[src/rtl/decoder_seq.sv]
`default_nettype none
// ============================================================================
//  Module      : decoder_seq
//  Description : Registered, parametrised N-to-2^N one-hot decoder with two
//                modes. DIRECT holds the one-hot code of a loaded index; SCAN
//                steps through indices 0..LAST, holding each for DWELL cycles
//                (0 treated as 1), and pulses WRAP when the index returns to 0.
//                Intended for row/column strobes, chip-selects and
//                time-multiplexed enables.
//  Revision    : 1.0 - initial release
// ----------------------------------------------------------------------------
//  Parameters
//    N           index width; O is 2^N bits wide
//    DWELL_W     width of DWELL and of the internal dwell counter
//    ACTIVE_LOW  1: every bit of O inverted (inactive = all ones)
//  Ports
//    CLK         in   clock, rising edge
//    ASYNCRESET  in   asynchronous active-high reset
//    CLR         in   synchronous clear to IDLE
//    MODE        in   0 = DIRECT, 1 = SCAN
//    LOAD        in   DIRECT: capture I this cycle
//    I           in   DIRECT index
//    EN          in   SCAN: run (1) / pause (0)
//    DWELL       in   cycles each index is held in SCAN (0 behaves as 1)
//    LAST        in   highest SCAN index; wraps to 0 after it
//    O           out  one-hot of IDX when active, else inactive (registered)
//    IDX         out  current index (registered)
//    WRAP        out  1-cycle pulse on the first cycle IDX shows 0 after a wrap
// ============================================================================
module decoder_seq #(
    parameter int N          = 2,
    parameter int DWELL_W    = 8,
    parameter int ACTIVE_LOW = 0
) (
    input  logic                 CLK,
    input  logic                 ASYNCRESET,
    input  logic                 CLR,
    input  logic                 MODE,
    input  logic                 LOAD,
    input  logic [N-1:0]         I,
    input  logic                 EN,
    input  logic [DWELL_W-1:0]   DWELL,
    input  logic [N-1:0]         LAST,
    output logic [(1<<N)-1:0]    O,
    output logic [N-1:0]         IDX,
    output logic                 WRAP
);

    localparam int c_OW = 1 << N;

    // XOR mask applied to the one-hot code: all ones for active-low outputs.
    localparam logic [c_OW-1:0] c_INACTIVE = (ACTIVE_LOW != 0) ? {c_OW{1'b1}}
                                                                : {c_OW{1'b0}};
    localparam logic [c_OW-1:0] c_ONE      = {{(c_OW-1){1'b0}}, 1'b1};

    localparam logic [1:0] c_ST_IDLE   = 2'd0;
    localparam logic [1:0] c_ST_DIRECT = 2'd1;
    localparam logic [1:0] c_ST_SCAN   = 2'd2;

    logic [1:0]         r_state;
    logic [N-1:0]       r_idx;
    logic [DWELL_W-1:0] r_cnt;
    logic               r_wrap;
    logic [c_OW-1:0]    r_o;

    logic [1:0]         w_state_nx;
    logic [N-1:0]       w_idx_nx;
    logic [DWELL_W-1:0] w_cnt_nx;
    logic               w_wrap_nx;
    logic [c_OW-1:0]    w_o_nx;

    logic [DWELL_W-1:0] w_dlast;
    logic               w_term;
    logic               w_at_last;

    // Terminal count of the current dwell. DWELL=0 behaves as DWELL=1, so
    // the terminal value is 0 in both cases. Using >= means a DWELL lowered
    // below the running count ends the dwell at the next compare instead of
    // running the counter all the way round.
    assign w_dlast   = (DWELL == '0) ? '0 : (DWELL - 1'b1);
    assign w_term    = (r_cnt >= w_dlast);
    // >= rather than == so a LAST lowered beneath IDX mid-scan wraps at the
    // next terminal rather than stepping through out-of-range indices.
    assign w_at_last = (r_idx >= LAST);

    always_comb begin
        w_state_nx = r_state;
        w_idx_nx   = r_idx;
        w_cnt_nx   = r_cnt;
        w_wrap_nx  = 1'b0;

        if (CLR) begin
            w_state_nx = c_ST_IDLE;
            w_idx_nx   = '0;
            w_cnt_nx   = '0;
        end else begin
            case (r_state)
                c_ST_IDLE: begin
                    if (!MODE && LOAD) begin
                        w_state_nx = c_ST_DIRECT;
                        w_idx_nx   = I;
                    end else if (MODE && EN) begin
                        w_state_nx = c_ST_SCAN;
                        w_idx_nx   = '0;
                        w_cnt_nx   = '0;
                    end
                end

                c_ST_DIRECT: begin
                    if (!MODE) begin
                        if (LOAD) begin
                            w_idx_nx = I;
                        end
                    end else if (EN) begin
                        w_state_nx = c_ST_SCAN;
                        w_idx_nx   = '0;
                        w_cnt_nx   = '0;
                    end else begin
                        w_state_nx = c_ST_IDLE;
                    end
                end

                c_ST_SCAN: begin
                    if (!MODE) begin
                        // IDX keeps its last value; only O goes inactive.
                        w_state_nx = c_ST_IDLE;
                    end else if (EN) begin
                        if (!w_term) begin
                            w_cnt_nx = r_cnt + 1'b1;
                        end else begin
                            w_cnt_nx = '0;
                            if (w_at_last) begin
                                w_idx_nx  = '0;
                                w_wrap_nx = 1'b1;
                            end else begin
                                w_idx_nx  = r_idx + 1'b1;
                            end
                        end
                    end
                end

                default: begin
                    w_state_nx = c_ST_IDLE;
                    w_idx_nx   = '0;
                    w_cnt_nx   = '0;
                end
            endcase
        end
    end

    // O is built from the next state/index so it changes on the same edge
    // as IDX and never lags it by a cycle.
    always_comb begin
        w_o_nx = '0;
        if (w_state_nx != c_ST_IDLE) begin
            w_o_nx = c_ONE << w_idx_nx;
        end
        w_o_nx = w_o_nx ^ c_INACTIVE;
    end

    always_ff @(posedge CLK or posedge ASYNCRESET) begin
        if (ASYNCRESET) begin
            r_state <= c_ST_IDLE;
            r_idx   <= '0;
            r_cnt   <= '0;
            r_wrap  <= 1'b0;
            r_o     <= c_INACTIVE;
        end else begin
            r_state <= w_state_nx;
            r_idx   <= w_idx_nx;
            r_cnt   <= w_cnt_nx;
            r_wrap  <= w_wrap_nx;
            r_o     <= w_o_nx;
        end
    end

    assign O    = r_o;
    assign IDX  = r_idx;
    assign WRAP = r_wrap;

endmodule
`default_nettype wire

[config.mk]
export PLATFORM = sky130hd
export DESIGN_NAME = decoder_seq
export DESIGN_NICKNAME = d
export VERILOG_FILES = /design/src/rtl/decoder_seq.sv
export SDC_FILE = /design/constraint.sdc
export NUM_CORES = 1
export LEC_CHECK = 0
export BUFFER_PORTS_ARGS = -buffer_cell sky130_fd_sc_hd__buf_4
export CORE_UTILIZATION = 25
export CTS_CLUSTER_DIAMETER = 120
export CTS_CLUSTER_SIZE = 16
export DETAILED_ROUTE_END_ITERATION = 8
export PLACE_DENSITY = 0.47
export SYNTH_ARGS = -nofsm -noshare
export SYNTH_HDL_FRONTEND = slang
export SYNTH_SLANG_ARGS = --single-unit
[constraint.sdc]
create_clock -name CLK -period 3.2 [get_ports CLK]
set_clock_uncertainty 0.1 [all_clocks]
set_input_delay 0.64 -clock CLK [delete_from_list [all_inputs] [get_ports CLK]]
set_output_delay 0.64 -clock CLK [all_outputs]
set_load 0.1 [all_outputs]
# After elaboration in Yosys (flattened, before gate mapping)

Index checks and enable logic that the tools add are counted.

$add $sub $neg: 3
Order comparisons: 2
Equality and inequality tests: 8
Shift-type cells: 1
Multiplexer cells: 35
Reductions and logical operators: 7

Operator list:

| cell                                                                  | number |
|---|---|
| 8-bit 2-to-1 mux                                                      | 9 |
| 2-bit 2-to-1 mux                                                      | 16 |
| 8-bit case mux with 3 select lines                                    | 1 |
| 3-bit != test, second input constant                                  | 6 |
| 2-bit case mux with 3 select lines                                    | 2 |
| 8-bit by 1-bit adder with 8-bit output, second input constant         | 1 |
| 8-bit greater-or-equal comparator                                     | 1 |
| 8-bit zero test                                                       | 1 |
| 8-bit by 1-bit subtractor with 8-bit output, second input constant    | 1 |
| 1-bit 2-to-1 mux                                                      | 6 |
| 6-bit AND reduction                                                   | 1 |
| 4-bit 2-to-1 mux                                                      | 1 |
| 1-bit by 2-bit left shift with 4-bit output, first input constant     | 1 |
| 2-bit by 1-bit adder with 2-bit output, second input constant         | 1 |
| 2-bit by 1-bit equality test with 1-bit output, second input constant | 1 |
| 2-bit equality test, second input constant                            | 1 |
| 2-bit greater-or-equal comparator                                     | 1 |
| 1-bit logical AND                                                     | 2 |
| 2-bit zero test                                                       | 1 |
| 2-bit nonzero test                                                    | 1 |
| 1-bit zero test                                                       | 1 |

Flip-flop bits (word level): 17
Input port bits: 18
Output and inout port bits: 7
Logic and storage cells: 61

# Longest topological paths before layout

Word-level depth: 10
Gate-level depth with buffers: 13
Depth with buffers taken out: 13

# Worst setup path before layout

Ideal clock, no wire load.

Path kind: input to register
From: input port DWELL[3]
To: register r_o[3] (netlist: O[3])
Library setup time: 0.120 ns
Arrival time: 3.332 ns
Data required time: 2.980 ns
Path slack: -0.352 ns
Stages on the path: 10
Path buffers: 0
Cell sequence: or4_1 > or3_1 > and2_1 > ha_1 > nand2b_4 > a2111oi_4 > o21ai_2 > nor2b_1 > a311oi_2 > and3b_1

Longest elaborated chain between the ends: 10

Ends and longest elaborated chain:

| element                                                                               | RTL line | RTL |
|---|---|---|
| from (decl)                                                                           | 42       | `input logic [DWELL_W-1:0] DWELL,` |
| 8-bit by 1-bit subtractor with 8-bit output / 8-bit zero test (equally long branches) | 80       | `assign w_dlast = (DWELL == '0) ? '0 : (DWELL - 1'b1);` |
| 8-bit 2-to-1 mux *                                                                    | 80       |  |
| 8-bit greater-or-equal comparator *                                                   | 81       | `assign w_term = (r_cnt >= w_dlast);` |
| 2-bit 2-to-1 mux *                                                                    | 128      | `if (!w_term) begin` |
| 2-bit 2-to-1 mux *                                                                    | 127      | `end else if (EN) begin` |
| 2-bit 2-to-1 mux *                                                                    | 124      | `if (!MODE) begin` |
| 2-bit case mux with 3 select lines *                                                  | 97       | `case (r_state)` |
| 2-bit 2-to-1 mux *                                                                    | 92       | `if (CLR) begin` |
| 1-bit by 2-bit left shift with 4-bit output *                                         | 156      | `w_o_nx = c_ONE << w_idx_nx;` |
| 4-bit 2-to-1 mux *                                                                    | 155      | `if (w_state_nx != c_ST_IDLE) begin` |
| via w_o_nx[3]                                                                         | 70       | `logic [c_OW-1:0] w_o_nx;` |
| to (signal assigned)                                                                  | 167      | `r_o <= c_INACTIVE;` |
| to (signal assigned)                                                                  | 173      | `r_o <= w_o_nx;` |
| to (decl)                                                                             | 64       | `logic [c_OW-1:0] r_o;` |

Mark *: on every way through the listed nets, which the timed path passes. The rest lies on a longest branch.
A chain may end at the register's enable or synchronous reset.

# Final worst setup path

Ends and elaborated chain as after synthesis.

==> flow_results.org <==
** Run status
- The run finished, with violations left.
- Violated checks :: setup timing

** Finish
- Fraction of final layout cells sized beyond drive strength 1 :: 32.4%
- The repair_antennas step left the layout with diodes totalling 0.
- The area growth from synthesis to layout is 39.1%.
- Most common library cell in the layout ignoring fill and taps :: sky130_fd_sc_hd__buf_4
- Leading cell types in the layout, fill and taps excluded :: 36 x sky130_fd_sc_hd__buf_4, 17 x sky130_fd_sc_hd__dfrtp_1, 13 x sky130_fd_sc_hd__nand2_1
- At the end of the flow, the number of nets in the layout was ~210.

** STA
- In this run the tightest slew margin relative to its limit is just under 60%.
- At the pin with the least slew margin, the transition time is 0.633 ns.
- Total setup violations reported at the end of the flow :: 7
- Setup slack on the critical path of the routed design comes to -0.137 ns.
- Setup repair after global routing could not meet its margin everywhere.
- Fin Hold WS :: 0.374 ns
- Post-route fraction of the period consumed by the critical path :: 104%
- Counting I/O delays and the setup requirement, the final critical path takes between 3 and 4 ns.
- The number of max-slew violations in the final report came to 0.
- The final count of hold timing violations was 0.
- Fmax achieved :: between 200 and 300 MHz

** Power
- Registers are responsible for 43.7% of the overall power.
- Power density cells :: between 200 and 300 mW/mm^2
- Clk pwr share :: ~31%
- In this run, the combinational gates consume ~25% of the power.
- For this design the static power due to leakage is 0.813 nW.
- Internal power :: roughly 370 uW
- Summed over all nets, the switching power comes to 144 uW.
- Share of total power consumed by net switching :: 28.2%
- IR analysis of the VDD net gives a maximum drop of ~0.15 mV.

** Route
- In the final routed layout, each cell accounts on average for 12.2 um.
- Total via count in the routed design :: roughly 1200
- Iteration-0 DRC Markers :: 56
- Before antenna repair, the detailed router went through 4 iterations.
- Final WL :: between 3 and 4 mm
- Vias per cell :: roughly 4.7
- Remaining antenna violation count after routing :: 0
- # DRC :: 0

** Global routing
- Total grt overflow :: 0
- Entering global routing, the biggest net connects 18 pins.
- The first global-routing pass estimated between 4 and 5 mm of wire.
- In the global route stage, overall resource usage came out at 11.9%.
- The number of antenna violations at the first check in global routing came to 0.
- Number of global-route vias before repair :: roughly 1100

** Setup path
- The endpoint identified for the worst register-to-register timing path is O[3]$_DFF_PP0_.
- Data arrives at the worst endpoint at roughly 3.4 ns.
- STA classifies the critical path endpoint as a flip-flop.
- Critical setup path kind :: input port to flip-flop
- Required arrival time at the worst endpoint :: 3.24 ns
- Of all nets on the critical path, the largest fanout is 6.
- Across all register-to-register paths, the minimum setup slack is ~0.77 ns.
- The startpoint identified for the worst register-to-register timing path is IDX[0]$_DFF_PP0_.
- Depth of the worst register-to-register path :: 8
- STA classifies the critical path startpoint as an input port.

** Synthesis
- The synthesized netlist occupies a cell area of roughly 0.0013 sq mm.
- Most frequently used flop master after synthesis :: sky130_fd_sc_hd__dfrtp_1
- Counting flops with a built-in enable in the synthesized netlist gives 0.
- Asr flop ratio synth :: 100%
- Synthesis handed over a netlist of around 140 instances.
- The number of nets in the synthesized netlist is 173.
- Synth Warn # :: 0
- Sequential area share after synthesis :: around a third
- Synthesis inferred 17 register bits.
- Number of distinct library cells after synthesis :: 43
- Syn_area_per_cell :: roughly 9 sq um

** Clocking
- In this run the number of H-tree levels came out at 1.
- Clock tree synthesis found a total of 17 sinks.
- TritonCTS built the clock tree.
- Counting along the longest clock path gives a buffer depth of 2.
- The tree is rooted in a sky130_fd_sc_hd__clkbuf_8.
- Hold-fix buffers, CTS :: 0
- Clock insertion delay at the later pin of the skew report :: 0.25 ns
- CTS buffer count :: 3
- Clock-pin slew was measured on the worst setup and hold paths at 0.06 ns.

** Placement
- Worst slack after detailed placement :: -0.476 ns
- Dpl hpwl :: 2.31 mm
- Placer congestion estimate :: roughly 0.8
- Count of buffers inserted at the top-level ports :: 24

** Floorplan
- The total area inside the core boundary comes to 0.00482 sq mm.
- Area enclosed by the die boundary :: about 0.0054 sq mm
- FP Rows :: 25
- Starting density of the core :: about a quarter
- Die width :: approximately 73 um
- Height of the chip :: between 70 and 80 um
- Pin placement for this block handled 25 I/O pins.

** Hold path
- Tightest Hold Check Type :: input port to asynchronous set/reset pin

** Run
- Number of max-capacitance violations reported :: 0
## per-layer routing
metal	vias to the layer above	share of wire (%)	GRT usage, %
li1	591	-	-
met1	564	48	14.7
met2	21	49	20.5
met3	2	3.0	3.43
met4	0	0.33	2.56
met5	-	0	0
## worst max-delay path by stage
stage	from	to	slack (ns)	cells after the start
global route	DWELL[3]	O[3]$_DFF_PP0_	-0.20	11
floorplan	DWELL[3]	O[3]$_DFF_PP0_	-0.19	10
CTS	DWELL[3]	O[3]$_DFF_PP0_	-0.13	11
finish	DWELL[3]	O[3]$_DFF_PP0_	-0.14	11
detailed placement	DWELL[3]	O[3]$_DFF_PP0_	-0.48	11
global placement	DWELL[3]	O[3]$_DFF_PP0_	-0.43	11
## state kept, by name (all words and copies together), names as in the netlist
register  count
r_cnt         8
O             4
IDX           2
r_state       2
WRAP          1
## critical path, cell delays in order
cell and delay, ns:
sky130_fd_sc_hd__buf_6 0.09, sky130_fd_sc_hd__or4_4 0.52, sky130_fd_sc_hd__or3_4 0.43, sky130_fd_sc_hd__and2_4 0.16, sky130_fd_sc_hd__ha_4 0.20, sky130_fd_sc_hd__nand2b_4 0.14
sky130_fd_sc_hd__a2111oi_4 0.36, sky130_fd_sc_hd__o21ai_4 0.11, sky130_fd_sc_hd__nor2b_4 0.15, sky130_fd_sc_hd__a311oi_4 0.35, sky130_fd_sc_hd__and3b_1 0.22
## area by class of cell
| type | instances | area (sq um) |
|---|---|---|
| fill | 492 | 3040 |
| multi-input combinational | 114 | 896 |
| sequential | 17 | 425 |
| timing repair buffer | 38 | 293 |
| tap | 67 | 83.8 |
| clock buffer | 4 | 45.0 |
| inverter | 9 | 33.8 |
## through the flow
step / power, mW / std cells / cell area [sq um] / util [%] / setup TNS [ns]
finish: 0.510 / 249 / 1780 / 36.9 / -0.470
global route: 0.539 / 249 / 1780 / 36.9 / -1.55
CTS: 0.512 / 249 / 1760 / 36.5 / -0.383
detailed placement: 0.347 / 244 / 1660 / 34.4 / -4.59
global placement: 0.345 / 244 / 1660 / 34.4 / -3.94
floorplan: 0.303 / 143 / 1310 / - / -1.08
## what timing repair did
item                                    4_1_cts  5_1_grt
pin swaps                                     5        5
setup buffers                                 1        0
endpoints found under the setup margin       11       13
cloned                                        0        0
gates resized for setup                      10        5
## power groups by stage
stage / Sequential, mW / Clock [mW] / Combinational [mW]
2_1_floorplan: 0.241 / 0 / 0.0624
3_3_place_gp: 0.226 / 0 / 0.118
3_5_place_dp: 0.226 / 0 / 0.121
4_1_cts: 0.223 / 0.161 / 0.128
5_1_grt: 0.223 / 0.173 / 0.143
6_report: 0.223 / 0.157 / 0.130
## kinds of logic after synthesis
| family | count (synthesis) | synth area share (%) |
|---|---|---|
| simple gates | 61 | 26.2 |
| compound gates | 32 | 18.4 |
| flops | 17 | 33.3 |
| buf+inv | 12 | 3.82 |
| fa+ha+maj | 12 | 11.8 |
| xor+xnor | 6 | 4.11 |
| mux | 3 | 2.35 |
## cells in the mapped netlist (2+ instances only)
master,number,area (sq um)
sky130_fd_sc_hd__nand3b_1,2,15.0
sky130_fd_sc_hd__o21ai_0,7,35.0
sky130_fd_sc_hd__nor2_1,9,33.8
sky130_fd_sc_hd__nand2_1,13,48.8
sky130_fd_sc_hd__nor3_1,3,15.0
sky130_fd_sc_hd__nor4_1,2,12.5
sky130_fd_sc_hd__dfrtp_1,17,425
sky130_fd_sc_hd__nand4_1,2,12.5
sky130_fd_sc_hd__inv_1,9,33.8
sky130_fd_sc_hd__nor3b_1,2,15.0
sky130_fd_sc_hd__o21a_1,2,15.0
sky130_fd_sc_hd__or3_1,3,18.8
sky130_fd_sc_hd__a21oi_1,9,45.0
sky130_fd_sc_hd__ha_1,12,150
sky130_fd_sc_hd__nand3_1,6,30.0
sky130_fd_sc_hd__nand2b_1,7,43.8
sky130_fd_sc_hd__and3_1,2,12.5
sky130_fd_sc_hd__xor2_1,5,43.8
sky130_fd_sc_hd__a311oi_1,2,17.5
sky130_fd_sc_hd__nor2b_1,3,18.8
sky130_fd_sc_hd__mux2i_1,3,30.0
sky130_fd_sc_hd__buf_2,2,10.0
Power figures use the tool's default switching activity.
